$ cat src/rtl/req_conditioner.sv
// -----------------------------------------------------------------------------
// req_conditioner
//
// Front end for the traffic-light controller's pedestrian and emergency
// push buttons. Each raw button is synchronised (two flops), debounced, and
// turned into a single press event on the debounced rising edge. Press events
// become level requests that hold until the controller acknowledges them.
// Emergency requests take priority over pedestrian requests, and pedestrian
// presses are rejected during a hold-off window that follows each pedestrian
// acknowledge. Rejected pedestrian presses are counted (saturating).
//
// Parameters:
//   DEBOUNCE_CYCLES  consecutive stable cycles before the debounced level moves
//                    (1..255)
//   PED_HOLDOFF      hold-off length in cycles after a pedestrian ack (0 = off)
//   DROP_W           width of the rejected-press counter
//
// Ports:
//   clk             system clock, rising edge
//   reset           synchronous active-low reset
//   ped_raw         raw pedestrian button (asynchronous, bouncy)
//   em_raw          raw emergency button (asynchronous, bouncy)
//   ped_ack         one-cycle pulse: pedestrian request serviced
//   em_ack          one-cycle pulse: emergency request serviced
//   ped_button      pedestrian request level
//   em_button       emergency request level
//   holdoff_active  high while the hold-off counter is non-zero
//   ped_drop_count  saturating count of rejected pedestrian presses
// -----------------------------------------------------------------------------
module req_conditioner #(
  parameter int unsigned DEBOUNCE_CYCLES = 4,
  parameter int unsigned PED_HOLDOFF     = 200,
  parameter int unsigned DROP_W          = 8
) (
  input  logic              clk,
  input  logic              reset,
  input  logic              ped_raw,
  input  logic              em_raw,
  input  logic              ped_ack,
  input  logic              em_ack,
  output logic              ped_button,
  output logic              em_button,
  output logic              holdoff_active,
  output logic [DROP_W-1:0] ped_drop_count
);

  // Channel indices into the per-button vectors.
  localparam int CH_PED = 0;
  localparam int CH_EM  = 1;

  localparam logic [7:0] DB_LAST = 8'(DEBOUNCE_CYCLES - 1);
  localparam int         HO_W    = (PED_HOLDOFF > 0) ? $clog2(PED_HOLDOFF + 1) : 1;
  localparam logic [HO_W-1:0] HO_LOAD = HO_W'(PED_HOLDOFF);

  // Synchroniser and debounce state, one bit/counter per channel.
  logic [1:0] sync1_q, sync2_q;
  logic [1:0] db_q, db_d;
  logic [1:0] db_prev_q;
  logic [7:0] db_cnt_q [2];
  logic [7:0] db_cnt_d [2];

  // Request and hold-off state.
  logic              ped_button_q, ped_button_d;
  logic              em_button_q, em_button_d;
  logic [HO_W-1:0]   holdoff_cnt_q, holdoff_cnt_d;
  logic              holdoff_active_q, holdoff_active_d;
  logic [DROP_W-1:0] drop_cnt_q, drop_cnt_d;

  logic [1:0] press;
  logic       ped_press, em_press;
  logic       ped_accept, ped_reject, ped_ack_valid;

  always_comb begin
    // NOTE: every signal driven here gets a default first, so no path through
    // the block leaves it unassigned and no latch is inferred.
    for (int ch = 0; ch < 2; ch++) begin
      db_d[ch]     = db_q[ch];
      db_cnt_d[ch] = '0;
      if (sync2_q[ch] != db_q[ch]) begin
        if (db_cnt_q[ch] == DB_LAST) begin
          db_d[ch]     = sync2_q[ch];
          db_cnt_d[ch] = '0;
        end else begin
          db_cnt_d[ch] = db_cnt_q[ch] + 8'd1;
        end
      end
    end

    // A press is the debounced level rising; releases produce nothing.
    press     = db_q & ~db_prev_q;
    ped_press = press[CH_PED];
    em_press  = press[CH_EM];

    // Emergency: a new press wins over a coincident ack so it is never lost.
    em_button_d = em_button_q;
    if (em_press) begin
      em_button_d = 1'b1;
    end else if (em_ack) begin
      em_button_d = 1'b0;
    end

    // An ack only counts while the request it answers is actually pending;
    // stray acks neither clear anything nor start the hold-off window.
    ped_ack_valid = ped_ack && ped_button_q;

    // A valid ack implies ped_button_q==1, so a press coinciding with it is
    // rejected by the ped_button_q term below.
    ped_accept = ped_press && !holdoff_active_q && !ped_button_q &&
                 !em_button_q && !em_press;
    ped_reject = ped_press && !ped_accept;

    ped_button_d = ped_button_q;
    if (ped_ack_valid) begin
      ped_button_d = 1'b0;
    end
    if (ped_accept) begin
      ped_button_d = 1'b1;
    end

    holdoff_cnt_d = holdoff_cnt_q;
    if (ped_ack_valid) begin
      holdoff_cnt_d = HO_LOAD;
    end else if (holdoff_cnt_q != '0) begin
      holdoff_cnt_d = holdoff_cnt_q - 1'b1;
    end
    // Registered copy of (counter != 0) so the flag comes straight off a flop.
    holdoff_active_d = (holdoff_cnt_d != '0);

    drop_cnt_d = drop_cnt_q;
    if (ped_reject && (drop_cnt_q != '1)) begin
      drop_cnt_d = drop_cnt_q + 1'b1;
    end
  end

  // NOTE: sequential state uses non-blocking assignments so every flop samples
  // the pre-edge value of every other flop, independent of statement order.
  always_ff @(posedge clk) begin
    if (!reset) begin
      sync1_q          <= '0;
      sync2_q          <= '0;
      db_q             <= '0;
      db_prev_q        <= '0;
      db_cnt_q[0]      <= '0;
      db_cnt_q[1]      <= '0;
      ped_button_q     <= 1'b0;
      em_button_q      <= 1'b0;
      holdoff_cnt_q    <= '0;
      holdoff_active_q <= 1'b0;
      drop_cnt_q       <= '0;
    end else begin
      // Two-flop synchroniser: raw buttons are asynchronous to clk.
      sync1_q          <= {em_raw, ped_raw};
      sync2_q          <= sync1_q;
      db_q             <= db_d;
      db_prev_q        <= db_q;
      db_cnt_q[0]      <= db_cnt_d[0];
      db_cnt_q[1]      <= db_cnt_d[1];
      ped_button_q     <= ped_button_d;
      em_button_q      <= em_button_d;
      holdoff_cnt_q    <= holdoff_cnt_d;
      holdoff_active_q <= holdoff_active_d;
      drop_cnt_q       <= drop_cnt_d;
    end
  end

  assign ped_button     = ped_button_q;
  assign em_button      = em_button_q;
  assign holdoff_active = holdoff_active_q;
  assign ped_drop_count = drop_cnt_q;

endmodule

$ cat config.mk
export PLATFORM = sky130hd
export DESIGN_NAME = req_conditioner
export DESIGN_NICKNAME = d
export VERILOG_FILES = /design/src/rtl/req_conditioner.sv
export SDC_FILE = /design/constraint.sdc
export NUM_CORES = 1
export LEC_CHECK = 0
export ABC_CLOCK_PERIOD_IN_PS = 1600
export BUFFER_PORTS_ARGS = -buffer_cell sky130_fd_sc_hd__clkbuf_2
export CAP_MARGIN = 20
export CORE_UTILIZATION = 30
export DETAILED_ROUTE_END_ITERATION = 10
export REMOVE_ABC_BUFFERS = 1
export SKIP_LAST_GASP = 1
export SYNTH_ARGS = -nofsm -noshare
export SYNTH_HDL_FRONTEND = slang
export SYNTH_SLANG_ARGS = --single-unit
$ cat constraint.sdc
create_clock -name clk -period 1.6 [get_ports clk]
set_input_delay 0.32 -clock clk [delete_from_list [all_inputs] [get_ports clk]]
set_output_delay 0.32 -clock clk [all_outputs]
set_load 0.1 [all_outputs]
==> impl_metrics.json, run 1 <==
{
  "path_class": "reg2reg",
  "vias_per_cell": 4.562,
  "p_sw_share_pct": 34.70,
  "slew-limit-headroom_pct": 63.74,
  "worst_slack_ns": 0.06183,
  "synth-async-reset-ratio_pct": 0,
  "cp-end-kind": "flip-flop",
  "power_frac_seq_pct": 38.8,
  "synthCells": 208,
  "cts_sinks": 43,
  "cts_tree": "built",
  "critPathTopFamily": "simple AND/OR/NAND/NOR gates",
  "synth_area_um2": 1872,
  "worst_slew_pin_slew_ns": 0.5462,
  "final.min_clock_period_ns": 1.538,
  "routed_wl_um": 3654,
  "yosysSeqAreaShare_pct": 45.99,
  "fin_nets": 266,
  "fin_util_pct": 40.02,
  "multiInputGateArea_um2": 1026,
  "final_max_slew_viol_count": 0,
  "drive_above_1_share_pct": 27.56,
  "cts_buffers": 5,
  "combPwrFrac_pct": 41.3,
  "powerDensity_nw_per_um2": 1363,
  "startpoint_type": "flip-flop",
  "drv_cap": 0,
  "io_buffers": 16,
  "htreeDepth": 2,
  "synth.distinct_cells": 39,
  "ios": 17,
  "ys_ff_latch": 43,
  "p_leak_nw": 0.9759,
  "yosysWarnings": 0,
  "final_cells": 329,
  "worstPathArrival_ns": 1.75,
  "grt_overflow": 0,
  "die_h_um": 80.99,
  "power_switching_mw": 1.127,
  "place_ws_ns": 0.01990,
  "hpwl_um": 2655,
  "grt.total_usage_pct": 13.04,
  "status": "complete, no violations",
  "critPathRequiredTime_ns": 1.81,
  "synthFlopType": "dfxtp_1",
  "cts_hold_buf": 0,
  "initial_utilization_pct": 31.43,
  "synth_edf_count": 0,
  "grt_max_degree": 16,
  "drc_errors": 0,
  "p_total_mw": 3.250,
  "root_buffer": "clkbuf_8",
  "cp_num_buf_inv": 1,
  "cp_cell_sequence": "buf_4, or3_4, nor3_2, xnor2_1, o22a_1, o31ai_1",
  "syn_area_per_cell_um2": 8.999,
  "power.ir.vdd_worst_v": 0.0006492,
  "cp_max_fo": 3,
  "avgRoutedWirePerCell_um": 11.11,
  "fill_cells": 610,
  "hold_viol": 0,
  "grt_pass1_vias": 1472,
  "n_antenna_cell": 0,
  "vias": 1501,
  "clock-skew-final_ns": 0.004145,
  "setup_violations": 0,
  "dieWidth_um": 80.99,
  "coreArea_um2": 5956,
  "antenna_found_initial": 0,
  "register_area_um2": 863.3,
  "max_freq_mhz": 650.1,
  "crit_slowest_cell": "or3_4",
  "internal_power_mw": 2.122,
  "rows": 28,
  "grt_pass1_wl_um": 6451,
  "slowest_delay_ns": 0.38,
  "placedCellCount": 322,
  "ant_nets": 0,
  "dieArea_um2": 6559,
  "clkTransAtPathRegs_ns": 0.08,
  "gp_congestion": 0.8684,
  "post-route-period-util_pct": 96.14,
  "drt-pass1-iter-count": 4,
  "cts.path.max_buffers": 2,
  "hp-class": "in2reg",
  "fin_tns_setup_ns": 0,
  "first_iter_violations": 32,
  "syn2layout_area_growth_pct": 27.34,
  "clkPwrFrac_pct": 19.8,
  "clock_latency_ns": 0.29
}
-- per-stage QoR --
step,hold WS (ns),area [um^2]
floorplan,0.4118,1853
global placement,0.4159,2237
finish,0.2279,2384
global route,0.2324,2384
CTS,0.2197,2316
detailed placement,0.4177,2237
-- layout by cell type, fill, tap and decap left out, types with 2 or more instances in the layout --
cell type,n
dfxtp_1,41
nor2_1,38
buf_4,33
nand3_1,15
xor2_1,15
nand2_1,10
clkbuf_2,10
a21oi_1,9
xnor2_1,7
inv_1,6
and2_1,6
nand2b_1,5
clkbuf_8,5
mux2i_1,4
and3_1,4
nor3_1,3
o31ai_1,3
nand4_1,2
or3_4,2
nor4_1,2
or4_4,2
a31oi_1,2
ha_1,2
ha_2,2
dfxtp_2,2
-- final cells by class --
cell class,count,area share [%]
clock inverters,1,0.3150
multi-input cells,155,43.04
well taps,75,3.937
inverters,7,1.102
repair buffers,43,12.49
flip-flops and latches,43,36.22
clock buffers,5,2.887
-- power by group through the flow --
stage / sequential, mW / clock [mW] / combinational (mW)
finish: 1.26 / 0.645 / 1.34
global route: 1.28 / 0.716 / 1.48
CTS: 1.26 / 0.672 / 1.22
detailed placement: 1.28 / 0 / 1.20
global placement: 1.28 / 0 / 1.20
floorplan: 1.38 / 0 / 0.711
-- timing repair --
item | CTS | global route
buffers inserted | 0 | 1
cloned | 0 | 0
setup endpoints to repair | 1 | 13
pin swaps | 0 | 5
resized for setup | 1 | 15
-- registers in the layout (all words and copies together), names as in the netlist --
name and flops:
ped_drop_count 8, sync1_q 2, ped_button 1, db_cnt_q 16, holdoff_cnt_q 8, db_q 2, holdoff_active 1, sync2_q 2
em_button 1, db_prev_q 2
-- layer usage --
layer | GRT usage [%] | share of wire [%] | wire length [um]
met5 | 0 | 0 | 0
met2 | 20.50 | 47 | 1711
met3 | 4.719 | 4.0 | 147
met4 | 5.357 | 1.7 | 63
met1 | 16.05 | 47 | 1731
-- cells by family after synthesis --
group                      synth area share (%)
buffers and inverters                     2.407
AOI/OAI and AO/OA                         7.687
and+or+nand+nor                           28.14
DFF                                       45.99
xor gates and xnor gates                  10.29
adders and majority gates                 3.342
muxes                                     2.139
-- worst register-to-register path, cell delays in order (launching register included) --
cell     delay (ns)
dfxtp_1        0.31
buf_4          0.13
or3_4          0.38
nor3_2         0.14
xnor2_1        0.11
o22a_1         0.21
o31ai_1        0.18
-- worst paths after layout --
check	startpoint	end	slack (ns)	depth (start not counted)
setup / recovery	holdoff_cnt_q[1]$_SDFF_PN0_	holdoff_active$_SDFF_PN0_	0.06	6
hold / removal	em_raw	sync1_q[1]$_SDFF_PN0_	0.23	2
setup reg to reg	holdoff_cnt_q[1]$_SDFF_PN0_	holdoff_active$_SDFF_PN0_	0.06	6
hold reg to reg	sync1_q[1]$_SDFF_PN0_	sync2_q[1]$_SDFF_PN0_	0.44	1
-- synthesized netlist by cell type, drive strengths merged, types with 2 or more instances --
master | count | area, um^2
xor2 | 15 | 131.4
nor3 | 5 | 41.29
nand2 | 11 | 43.80
a21oi | 11 | 58.81
or3 | 4 | 31.28
clkbuf | 2 | 7.510
nand4 | 2 | 12.51
nand3 | 15 | 75.07
ha | 5 | 62.56
and3 | 4 | 25.02
inv | 7 | 26.28
mux2i | 4 | 40.04
nor2 | 39 | 146.4
o31ai | 4 | 30.03
and2 | 7 | 45.05
xnor2 | 7 | 61.31
dfxtp | 43 | 860.8
a31oi | 2 | 12.51
nand2b | 6 | 37.54
nor4 | 2 | 12.51
or4 | 3 | 26.27
(Power assumes the default switching activity.)
==> inputs of run 2 (changes only) <==
--- a/config.mk
+++ b/config.mk
@@ -11,4 +11,5 @@
 export CORE_UTILIZATION = 30
 export DETAILED_ROUTE_END_ITERATION = 10
+export PLACE_DENSITY = 0.52
 export REMOVE_ABC_BUFFERS = 1
 export SKIP_LAST_GASP = 1
==> constraint.sdc (replaced) <==
create_clock -name clk -period 1.6 [get_ports clk]
set_input_delay 0.32 -clock clk [delete_from_list [all_inputs] [get_ports clk]]
set_output_delay 0.32 -clock clk [all_outputs]
set_load 0.01 [all_outputs]
==> impl_metrics.json, run 2 (synthesis results as in run 1) <==
{
  "status": "complete, no violations",
  "cts_hold_buf": 0,
  "worst_slew_pin_slew_ns": 0.3372,
  "slew-limit-headroom_pct": 77.46,
  "path_class": "reg2reg",
  "combPwrFrac_pct": 41.7,
  "antenna_found_initial": 0,
  "register_area_um2": 864.6,
  "internal_power_mw": 2.345,
  "routed_wl_um": 3654,
  "worstPathArrival_ns": 1.73,
  "drive_above_1_share_pct": 29.23,
  "p_total_mw": 3.471,
  "max_freq_mhz": 650.4,
  "root_buffer": "clkbuf_8",
  "initial_utilization_pct": 31.43,
  "layout_common_cells": "dfxtp_1, nor2_1, buf_4",
  "holdWs_ns": 0.2336,
  "vias_per_cell": 4.573,
  "multiInputGateArea_um2": 1044,
  "grt_pass1_wl_um": 6527,
  "clock_latency_ns": 0.29,
  "setup_violations": 0,
  "grt.total_usage_pct": 12.90,
  "startpoint_type": "flip-flop",
  "p_sw_share_pct": 32.44,
  "p_leak_nw": 1.014,
  "fill_cells": 628,
  "die_h_um": 80.99,
  "cts_buffers": 5,
  "clock-skew-final_ns": 0.007557,
  "final_max_slew_viol_count": 0,
  "avgRoutedWirePerCell_um": 10.91,
  "largest_reg_flops": 16,
  "hp-class": "in2reg",
  "hold_viol": 0,
  "drv_cap": 0,
  "final_common_cell": "dfxtp_1",
  "fin_tns_setup_ns": 0,
  "ant_nets": 0,
  "cp-end-kind": "flip-flop",
  "largest_register": "db_cnt_q",
  "powerDensity_nw_per_um2": 1418,
  "clkTransAtPathRegs_ns": 0.08,
  "cts_sinks": 43,
  "critPathRequiredTime_ns": 1.79,
  "dieWidth_um": 80.99,
  "fin_nets": 270,
  "hpwl_um": 2672,
  "vias": 1532,
  "drt-pass1-iter-count": 5,
  "rows": 28,
  "drc_errors": 0,
  "coreArea_um2": 5956,
  "cts_tree": "built",
  "clkPwrFrac_pct": 21.5,
  "cts.path.max_buffers": 2,
  "syn2layout_area_growth_pct": 30.75,
  "final.min_clock_period_ns": 1.538,
  "cp_max_fo": 6,
  "gp_congestion": 0.7691,
  "first_iter_violations": 37,
  "rsz0062_at_grt": "true",
  "grt_overflow": 0,
  "power_switching_mw": 1.126,
  "ios": 17,
  "io_buffers": 16,
  "power.ir.vdd_worst_v": 0.0007324,
  "grt_pass1_vias": 1566,
  "n_antenna_cell": 0,
  "power_frac_seq_pct": 36.8,
  "htreeDepth": 2,
  "dieArea_um2": 6559,
  "grt_max_degree": 14,
  "post-route-period-util_pct": 96.10
}
[run 2: cell count changes in the layout (fill, tap and decap cells not counted), sizes merged]
cell	before	now
clkbuf	15	24
buf	33	31
clkinvlp	1	0
[run 2: worst paths after layout]
kind	to	slack, ns	depth (start not counted)	startpoint
worst max-delay path	holdoff_cnt_q[0]$_SDFF_PN0_	0.06	5	holdoff_cnt_q[2]$_SDFF_PN0_
worst min-delay path	sync1_q[1]$_SDFF_PN0_	0.23	2	em_raw
worst max register to register	holdoff_cnt_q[0]$_SDFF_PN0_	0.06	5	holdoff_cnt_q[2]$_SDFF_PN0_
worst min register to register	sync2_q[0]$_SDFF_PN0_	0.44	1	sync1_q[0]$_SDFF_PN0_
[run 2: area by class of cell]
| class | count | share of cell area [%] |
|---|---|---|
| multi-input combinational | 155 | 42.64 |
| timing repair buffer | 47 | 12.93 |
| tap | 75 | 3.834 |
| sequential | 43 | 35.33 |
| inverter | 7 | 1.176 |
| clock buffer | 8 | 4.090 |
[run 2: critical path, stage by stage, from the launching register on]
cell and delay, ns:
dfxtp_2 0.35, or4_4 0.55, nor3_4 0.22, buf_4 0.16
xnor2_1 0.10, nor2_1 0.05
[run 2: power groups by stage]
| stage | sequential, mW | combinational [mW] | clock [mW] |
|---|---|---|---|
| after floorplan | 1.30 | 0.711 | 0 |
| after global placement | 1.28 | 1.11 | 0 |
| after detailed placement | 1.28 | 1.09 | 0 |
| after CTS | 1.25 | 1.11 | 0.779 |
| after global routing | 1.29 | 1.58 | 0.817 |
| final | 1.28 | 1.45 | 0.747 |
[run 2: what timing repair did]
| action | 4_1_cts | 5_1_grt |
|---|---|---|
| buffers inserted | 0 | 5 |
| pin swaps | 0 | 5 |
| endpoints found under the setup margin | 1 | 10 |
| resized for setup | 1 | 21 |
[run 2: routing by layer]
| metal | vias up | GRT usage [%] | part of all wire, % |
|---|---|---|---|
| li1 | 808 | - | - |
| met1 | 703 | 14.70 | 46 |
| met2 | 16 | 22.44 | 49 |
| met3 | 5 | 3.596 | 3.7 |
| met4 | 0 | 5.536 | 1.1 |
| met5 | - | 0 | 0 |
[run 2: stage by stage]
step           setup WS [ns]  cell area, um^2  cells  utilization [%]
6_report             0.06238             2447    335            41.09
5_1_grt             -0.01386             2447    335            41.09
4_1_cts            0.0007158             2332    331            39.16
3_5_place_dp        0.008559             2230    323            37.44
3_3_place_gp         0.03896             2230    323            37.44
2_1_floorplan        0.01268             1853    205                -
